File: src/rtl/timer_sched.sv
// SFR front end and slot scheduler for the shared timer datapath.
// Each machine-cycle tick serves timer 0, then timer 1, with write-back.
module timer_sched #(
    parameter int         SYNC_STAGES = 2,
    parameter logic [7:0] ADDR_TCON   = 8'h88,
    parameter logic [7:0] ADDR_TMOD   = 8'h89,
    parameter logic [7:0] ADDR_TL0    = 8'h8A,
    parameter logic [7:0] ADDR_TL1    = 8'h8B,
    parameter logic [7:0] ADDR_TH0    = 8'h8C,
    parameter logic [7:0] ADDR_TH1    = 8'h8D
) (
    input  logic       clk,
    input  logic       rst_n,
    input  logic       mc_tick,
    input  logic [7:0] sfr_addr,
    input  logic       sfr_we,
    input  logic [7:0] sfr_wdata,
    output logic [7:0] sfr_rdata,
    input  logic       t0_pin,
    input  logic       t1_pin,
    input  logic       int0_n,
    input  logic       int1_n,
    input  logic       tf0_clr,
    input  logic       tf1_clr,
    output logic       tf0,
    output logic       tf1,
    output logic       dp_cnt_sig,
    output logic       dp_t_s,
    output logic [3:0] dp_tmod,
    output logic [7:0] dp_th,
    output logic [7:0] dp_tl,
    input  logic [7:0] dp_th_nxt,
    input  logic [7:0] dp_tl_nxt,
    input  logic       dp_t_o
);

    localparam logic [1:0] IDLE = 2'd0;
    localparam logic [1:0] S_T0 = 2'd1;
    localparam logic [1:0] S_T1 = 2'd2;

    logic [1:0] state;
    logic       pending;
    logic [7:0] tmod, th0, tl0, th1, tl1;
    logic       tr0, tr1;
    logic       ev0, ev1, pl0, pl1;
    logic [SYNC_STAGES-1:0] sy_t0, sy_t1, sy_i0, sy_i1;
    logic t0_s, t1_s, i0_s, i1_s;

    assign t0_s = sy_t0[SYNC_STAGES-1];
    assign t1_s = sy_t1[SYNC_STAGES-1];
    assign i0_s = sy_i0[SYNC_STAGES-1];
    assign i1_s = sy_i1[SYNC_STAGES-1];

    logic start, t1_m3;
    logic wr_tcon, wr_tmod, wr_th0, wr_tl0, wr_th1, wr_tl1;
    logic wb0, wb1, set0, set1;

    assign start   = (state == IDLE) & (mc_tick | pending);
    assign t1_m3   = (tmod[5:4] == 2'b11);
    assign wr_tcon = sfr_we & (sfr_addr == ADDR_TCON);
    assign wr_tmod = sfr_we & (sfr_addr == ADDR_TMOD);
    assign wr_th0  = sfr_we & (sfr_addr == ADDR_TH0);
    assign wr_tl0  = sfr_we & (sfr_addr == ADDR_TL0);
    assign wr_th1  = sfr_we & (sfr_addr == ADDR_TH1);
    assign wr_tl1  = sfr_we & (sfr_addr == ADDR_TL1);
    // An SFR write to either byte of the slot's timer cancels the whole write-back
    assign wb0  = (state == S_T0) & ~(wr_th0 | wr_tl0);
    assign wb1  = (state == S_T1) & ~(wr_th1 | wr_tl1) & ~t1_m3;
    assign set0 = (state == S_T0) & dp_t_o;
    assign set1 = (state == S_T1) & dp_t_o & ~t1_m3;

    always_ff @(posedge clk or negedge rst_n) begin
        if (!rst_n) begin
            sy_t0 <= '0;
            sy_t1 <= '0;
            sy_i0 <= '0;
            sy_i1 <= '0;
        end else begin
            sy_t0 <= {sy_t0[SYNC_STAGES-2:0], t0_pin};
            sy_t1 <= {sy_t1[SYNC_STAGES-2:0], t1_pin};
            sy_i0 <= {sy_i0[SYNC_STAGES-2:0], int0_n};
            sy_i1 <= {sy_i1[SYNC_STAGES-2:0], int1_n};
        end
    end

    always_ff @(posedge clk or negedge rst_n) begin
        if (!rst_n) begin
            state   <= IDLE;
            pending <= 1'b0;
            ev0     <= 1'b0;
            ev1     <= 1'b0;
            pl0     <= 1'b0;
            pl1     <= 1'b0;
        end else begin
            case (state)
                IDLE:    if (start) state <= S_T0;
                S_T0:    state <= S_T1;
                default: state <= IDLE;
            endcase
            if (state == IDLE) pending <= pending & mc_tick;
            else if (mc_tick) pending <= 1'b1;
            if (start) begin
                ev0 <= ~tmod[2] | (pl0 & ~t0_s);
                ev1 <= ~tmod[6] | (pl1 & ~t1_s);
                pl0 <= t0_s;
                pl1 <= t1_s;
            end
        end
    end

    always_ff @(posedge clk or negedge rst_n) begin
        if (!rst_n) begin
            tmod <= '0;
            th0  <= '0;
            tl0  <= '0;
            th1  <= '0;
            tl1  <= '0;
            tr0  <= 1'b0;
            tr1  <= 1'b0;
            tf0  <= 1'b0;
            tf1  <= 1'b0;
        end else begin
            if (wr_tmod) tmod <= sfr_wdata;
            if (wr_th0) th0 <= sfr_wdata;
            else if (wb0 && tmod[1:0] != 2'b11) th0 <= dp_th_nxt;
            if (wr_tl0) tl0 <= sfr_wdata;
            else if (wb0) tl0 <= dp_tl_nxt;
            if (wr_th1) th1 <= sfr_wdata;
            else if (wb1) th1 <= dp_th_nxt;
            if (wr_tl1) tl1 <= sfr_wdata;
            else if (wb1) tl1 <= dp_tl_nxt;
            if (wr_tcon) begin
                tr0 <= sfr_wdata[4];
                tr1 <= sfr_wdata[6];
            end
            // Hardware set wins over both the ack and a clearing TCON write
            tf0 <= set0 | (wr_tcon ? sfr_wdata[5] : (tf0 & ~tf0_clr));
            tf1 <= set1 | (wr_tcon ? sfr_wdata[7] : (tf1 & ~tf1_clr));
        end
    end

    always_comb begin
        dp_cnt_sig = 1'b0;
        dp_t_s     = 1'b0;
        dp_tmod    = 4'd0;
        dp_th      = 8'd0;
        dp_tl      = 8'd0;
        case (state)
            S_T0: begin
                dp_cnt_sig = ev0;
                dp_t_s     = tr0 & (~tmod[3] | i0_s);
                dp_tmod    = tmod[3:0];
                dp_th      = th0;
                dp_tl      = tl0;
            end
            S_T1: begin
                dp_cnt_sig = ev1;
                dp_t_s     = tr1 & (~tmod[7] | i1_s) & ~t1_m3;
                dp_tmod    = tmod[7:4];
                dp_th      = th1;
                dp_tl      = tl1;
            end
            default: ;
        endcase
    end

    always_comb begin
        sfr_rdata = 8'd0;
        case (sfr_addr)
            ADDR_TCON: sfr_rdata = {tf1, tr1, tf0, tr0, 4'b0000};
            ADDR_TMOD: sfr_rdata = tmod;
            ADDR_TL0:  sfr_rdata = tl0;
            ADDR_TL1:  sfr_rdata = tl1;
            ADDR_TH0:  sfr_rdata = th0;
            ADDR_TH1:  sfr_rdata = th1;
            default:   sfr_rdata = 8'd0;
        endcase
    end

endmodule

File: config.mk
export PLATFORM = sky130hd
export DESIGN_NAME = timer_sched
export DESIGN_NICKNAME = d
export VERILOG_FILES = /design/src/rtl/timer_sched.sv
export SDC_FILE = /design/constraint.sdc
export NUM_CORES = 1
export LEC_CHECK = 0
export CAP_MARGIN = 25
export CELL_PAD_IN_SITES_DETAIL_PLACEMENT = 0
export CELL_PAD_IN_SITES_GLOBAL_PLACEMENT = 2
export CORE_ASPECT_RATIO = 2
export CORE_UTILIZATION = 35
export CTS_BUF_LIST = sky130_fd_sc_hd__clkbuf_4
export DETAILED_ROUTE_END_ITERATION = 6
export GPL_TIMING_DRIVEN = 0
export HOLD_SLACK_MARGIN = 0.06
export PLACE_DENSITY_LB_ADDON = 0.1
export SLEW_MARGIN = 0
export SYNTH_ARGS = -nofsm -noshare
export SYNTH_HDL_FRONTEND = slang
export SYNTH_SLANG_ARGS = --single-unit
File: constraint.sdc
create_clock -name clk -period 4.35 [get_ports clk]
set_input_delay 0.87 -clock clk [delete_from_list [all_inputs] [get_ports clk]]
set_output_delay 0.87 -clock clk [all_outputs]
set_load 0.02 [all_outputs]
==> flow_summary.json <==
{
  "crit_path_start_kind": "input port",
  "ant_nets": 0,
  "cts_tree": "yes",
  "viasPerCell": 5.62,
  "drt_wl_total_um": 11200,
  "drive_above_1_share": 0.120,
  "overflow": 0,
  "ctsHoldBuffers": 0,
  "core_um2": 9320,
  "r2r-end": "th0[6]",
  "slew_headroom": 0.404,
  "path_clk_slew_ns": 0.10,
  "syn-cell-area_um2": 3350,
  "clk_latency_ns": 0.45,
  "dpl.cell_count": 512,
  "hpwl_um": 8430,
  "timing.fmax_mhz": 234,
  "worst_setup_path_end_kind": "primary output",
  "start_util": 0.360,
  "holdPathEnd": "sy_i1[1]",
  "hp-start": "sy_i1[0]",
  "grt_first_pass_wirelength_um": 17200,
  "post_dp_cell_area_um2": 4230,
  "wl_per_cell_um": 21.1,
  "power.leakage_nw": 1.74,
  "synth_nets": 380,
  "cp_data_arrival_time_ns": 3.40,
  "async_flop_share": 1.00,
  "grt_max_degree": 39,
  "cts_inserted_buffers": 9,
  "dieWidth_um": 71.2,
  "yosys.area.top_type": "dfrtp_1",
  "final_nets": 465,
  "max_stage_delay_ns": 0.65,
  "maxCapViolCount": 0,
  "min_period_ns": 4.27,
  "slew_violations": 0,
  "place_ws_ns": -0.0890,
  "status": "complete, but fails checks",
  "fill_cells": 952,
  "synth_cell_types": 46,
  "worstRegToRegCells": 7,
  "ys.flop_type": "dfrtp_1",
  "synth_edf_count": 0,
  "instances_no_fill": 529,
  "crit_slowest_cell": "clkdlybuf4s50_1",
  "yosys_warnings": 0,
  "critPathRequiredTime_ns": 3.48,
  "p_per_area_nw_per_um2": 583,
  "grt_pass1_vias": 3067,
  "grt_use_total": 0.238,
  "dieArea_um2": 10000,
  "setup_ws_ns": 0.0795,
  "clockBufferDepth": 2,
  "drc_errors": 5,
  "tightestPinTransition_ns": 0.887,
  "critical_path_class": "input port to primary output",
  "postSynthCellCount": 334,
  "power_w": 0.00255,
  "fin_skew_ns": 0.0202,
  "hold_path_class": "register to register",
  "cts.sinks": 59,
  "synth-seq-cells": 59,
  "crit_cells": 7,
  "whs_path_depth": 0,
  "rows": 50,
  "synth_seq_area_share": 0.440,
  "synth_area_leaders": "dfrtp_1 44%, mux2i_1 8.7%, a22oi_1 5.4%",
  "gp_congestion": 0.849,
  "r2r_slack_ns": 1.91,
  "die_h_um": 140,
  "via_count": 2972,
  "cts_root_buf": "clkbuf_4",
  "ios": 75,
  "rsz0062_at_grt": "no",
  "cp_common_cell": "clkdlybuf4s50_1",
  "yosysTopAreaCellShare": 0.440,
  "port_buffers": 72,
  "fin_crit_sh": 0.982,
  "syn2layout_area_growth_pct": 30.4,
  "worstReg2RegStart": "state[1]",
  "ir_drop_mv": 0.336,
  "path_max_fanout": 10,
  "path_cells": "clkdlybuf4s50_1, clkbuf_1, clkbuf_2, a221oi_1, a21o_1, a21oi_1, clkdlybuf4s50_1",
  "violations": "DRC",
  "hold_viol": 0,
  "fin_area_um2": 4380,
  "critPathBufInv": 4,
  "first_iter_violations": 122,
  "critPathTopFamily": "buffers and inverters",
  "setup_viol": 0,
  "h-tree-depth": 3,
  "antenna_found_initial": 1,
  "syn_avg_cell_area_um2": 10.0,
  "drtPass1Iterations": 6
}
repair_timing:
action                                  CTS  global route
buffers inserted                          0             0
endpoints found under the setup margin    4             4
gates cloned                              0             0
resized for setup                         2             1
sequential cells by signal, indices dropped and copies added (netlist names), 2 cells and up:
| register | cells |
|---|---|
| tl1 | 8 |
| sy_t1 | 2 |
| sy_i1 | 2 |
| th0 | 8 |
| tl0 | 8 |
| th1 | 8 |
| tmod | 8 |
| sy_i0 | 2 |
| sy_t0 | 2 |
| state | 2 |
routing by layer:
layer,GRT usage,share of wire,up-vias,routed length [µm]
li1,-,-,1383,-
met1,0.252,0.37,1474,4120
met2,0.449,0.56,92,6300
met3,0.0338,0.036,23,405
met4,0.106,0.031,0,346
met5,0,0,-,0
metrics by stage:
stage                     hold slack (ns)  setup TNS, ns   util
after floorplan                     0.331              0      -
after global placement              0.337         -0.213  0.451
after detailed placement            0.343         -0.208  0.453
after CTS                           0.367              0  0.468
after global routing                0.377              0  0.469
final                               0.363              0  0.469
worst max-delay path by stage:
stage / start / end / slack, ns
3_5_place_dp: sfr_addr[0] / sfr_rdata[2] / -0.09
5_1_grt: sfr_addr[0] / sfr_rdata[3] / 0.002
3_3_place_gp: sfr_addr[0] / sfr_rdata[3] / -0.09
2_1_floorplan: sfr_addr[2] / sfr_rdata[4] / 1.23
6_report: sfr_addr[0] / sfr_rdata[3] / 0.08
4_1_cts: sfr_addr[0] / sfr_rdata[2] / 0.1
layout by cell type, fill, tap and decap left out, types with 3 or more instances in the layout:
cell type / instances
a21o_1: 5
a21oi_1: 30
a221oi_1: 3
a22oi_1: 24
a31oi_1: 8
buf_2: 5
clkbuf_1: 14
clkbuf_4: 9
clkdlybuf4s50_1: 71
dfrtp_1: 59
ha_1: 3
inv_1: 9
mux2_2: 14
mux2i_1: 29
mux4_2: 4
nand2_1: 24
nand2b_1: 5
nand3_1: 3
nor2_1: 34
nor2b_1: 24
nor3b_1: 3
o22ai_1: 4
cell usage after synthesis, drive strengths merged, types with 6 or more instances:
master,number
inv,9
nand2,24
a31oi,9
mux2,14
dfrtp,59
mux2i,29
nor2,34
clkbuf,15
nor2b,24
buf,6
a21oi,30
a22oi,24
where the power goes:
part / leakage (nW) / switching, W / total (W) / internal (W)
Clock: 0.0733 / 0.000231 / 0.000404 / 0.000173
Combinational: 0.952 / 0.000647 / 0.00123 / 0.000588
Sequential: 0.717 / 0.000160 / 0.000911 / 0.000751
Total: 1.74 / 0.00104 / 0.00255 / 0.00151
worst reg2reg max path, stage by stage (launching register included):
cell      delay, ns
dfrtp_1        0.40
inv_1          0.09
ha_1           0.15
clkbuf_1       0.40
a21bo_2        0.30
a41oi_2        0.59
mux2i_1        0.29
a21oi_1        0.09
cells by family (layout without fill, tap and decap cells):
kind of cell             count (synthesis)  in the layout  share of synthesized area
AND/OR/NAND/NOR                        104            104                      0.164
AO/OA/AOI/OAI                           89             89                      0.182
flip-flops                              59             59                      0.440
multiplexers                            47             47                      0.160
buffers and inverters                   30            120                     0.0366
adder cells (fa/ha/maj)                  4              4                     0.0142
XOR/XNOR                                 1              1                    0.00261
other                                    0              1                          0
final cells by class:
class	count	area, µm²	share of cell area
flip-flops and latches	59	1480	0.337
multi-input cells	245	1760	0.403
clock buffers	9	67.6	0.0154
well taps	104	130	0.0297
diodes	1	2.50	0.000572
plain buffers	21	91.3	0.0209
clock inverters	7	68.8	0.0157
inverters	9	33.8	0.00772
repair buffers	74	741	0.169
No activity file was read; power rests on OpenSTA's default activity.
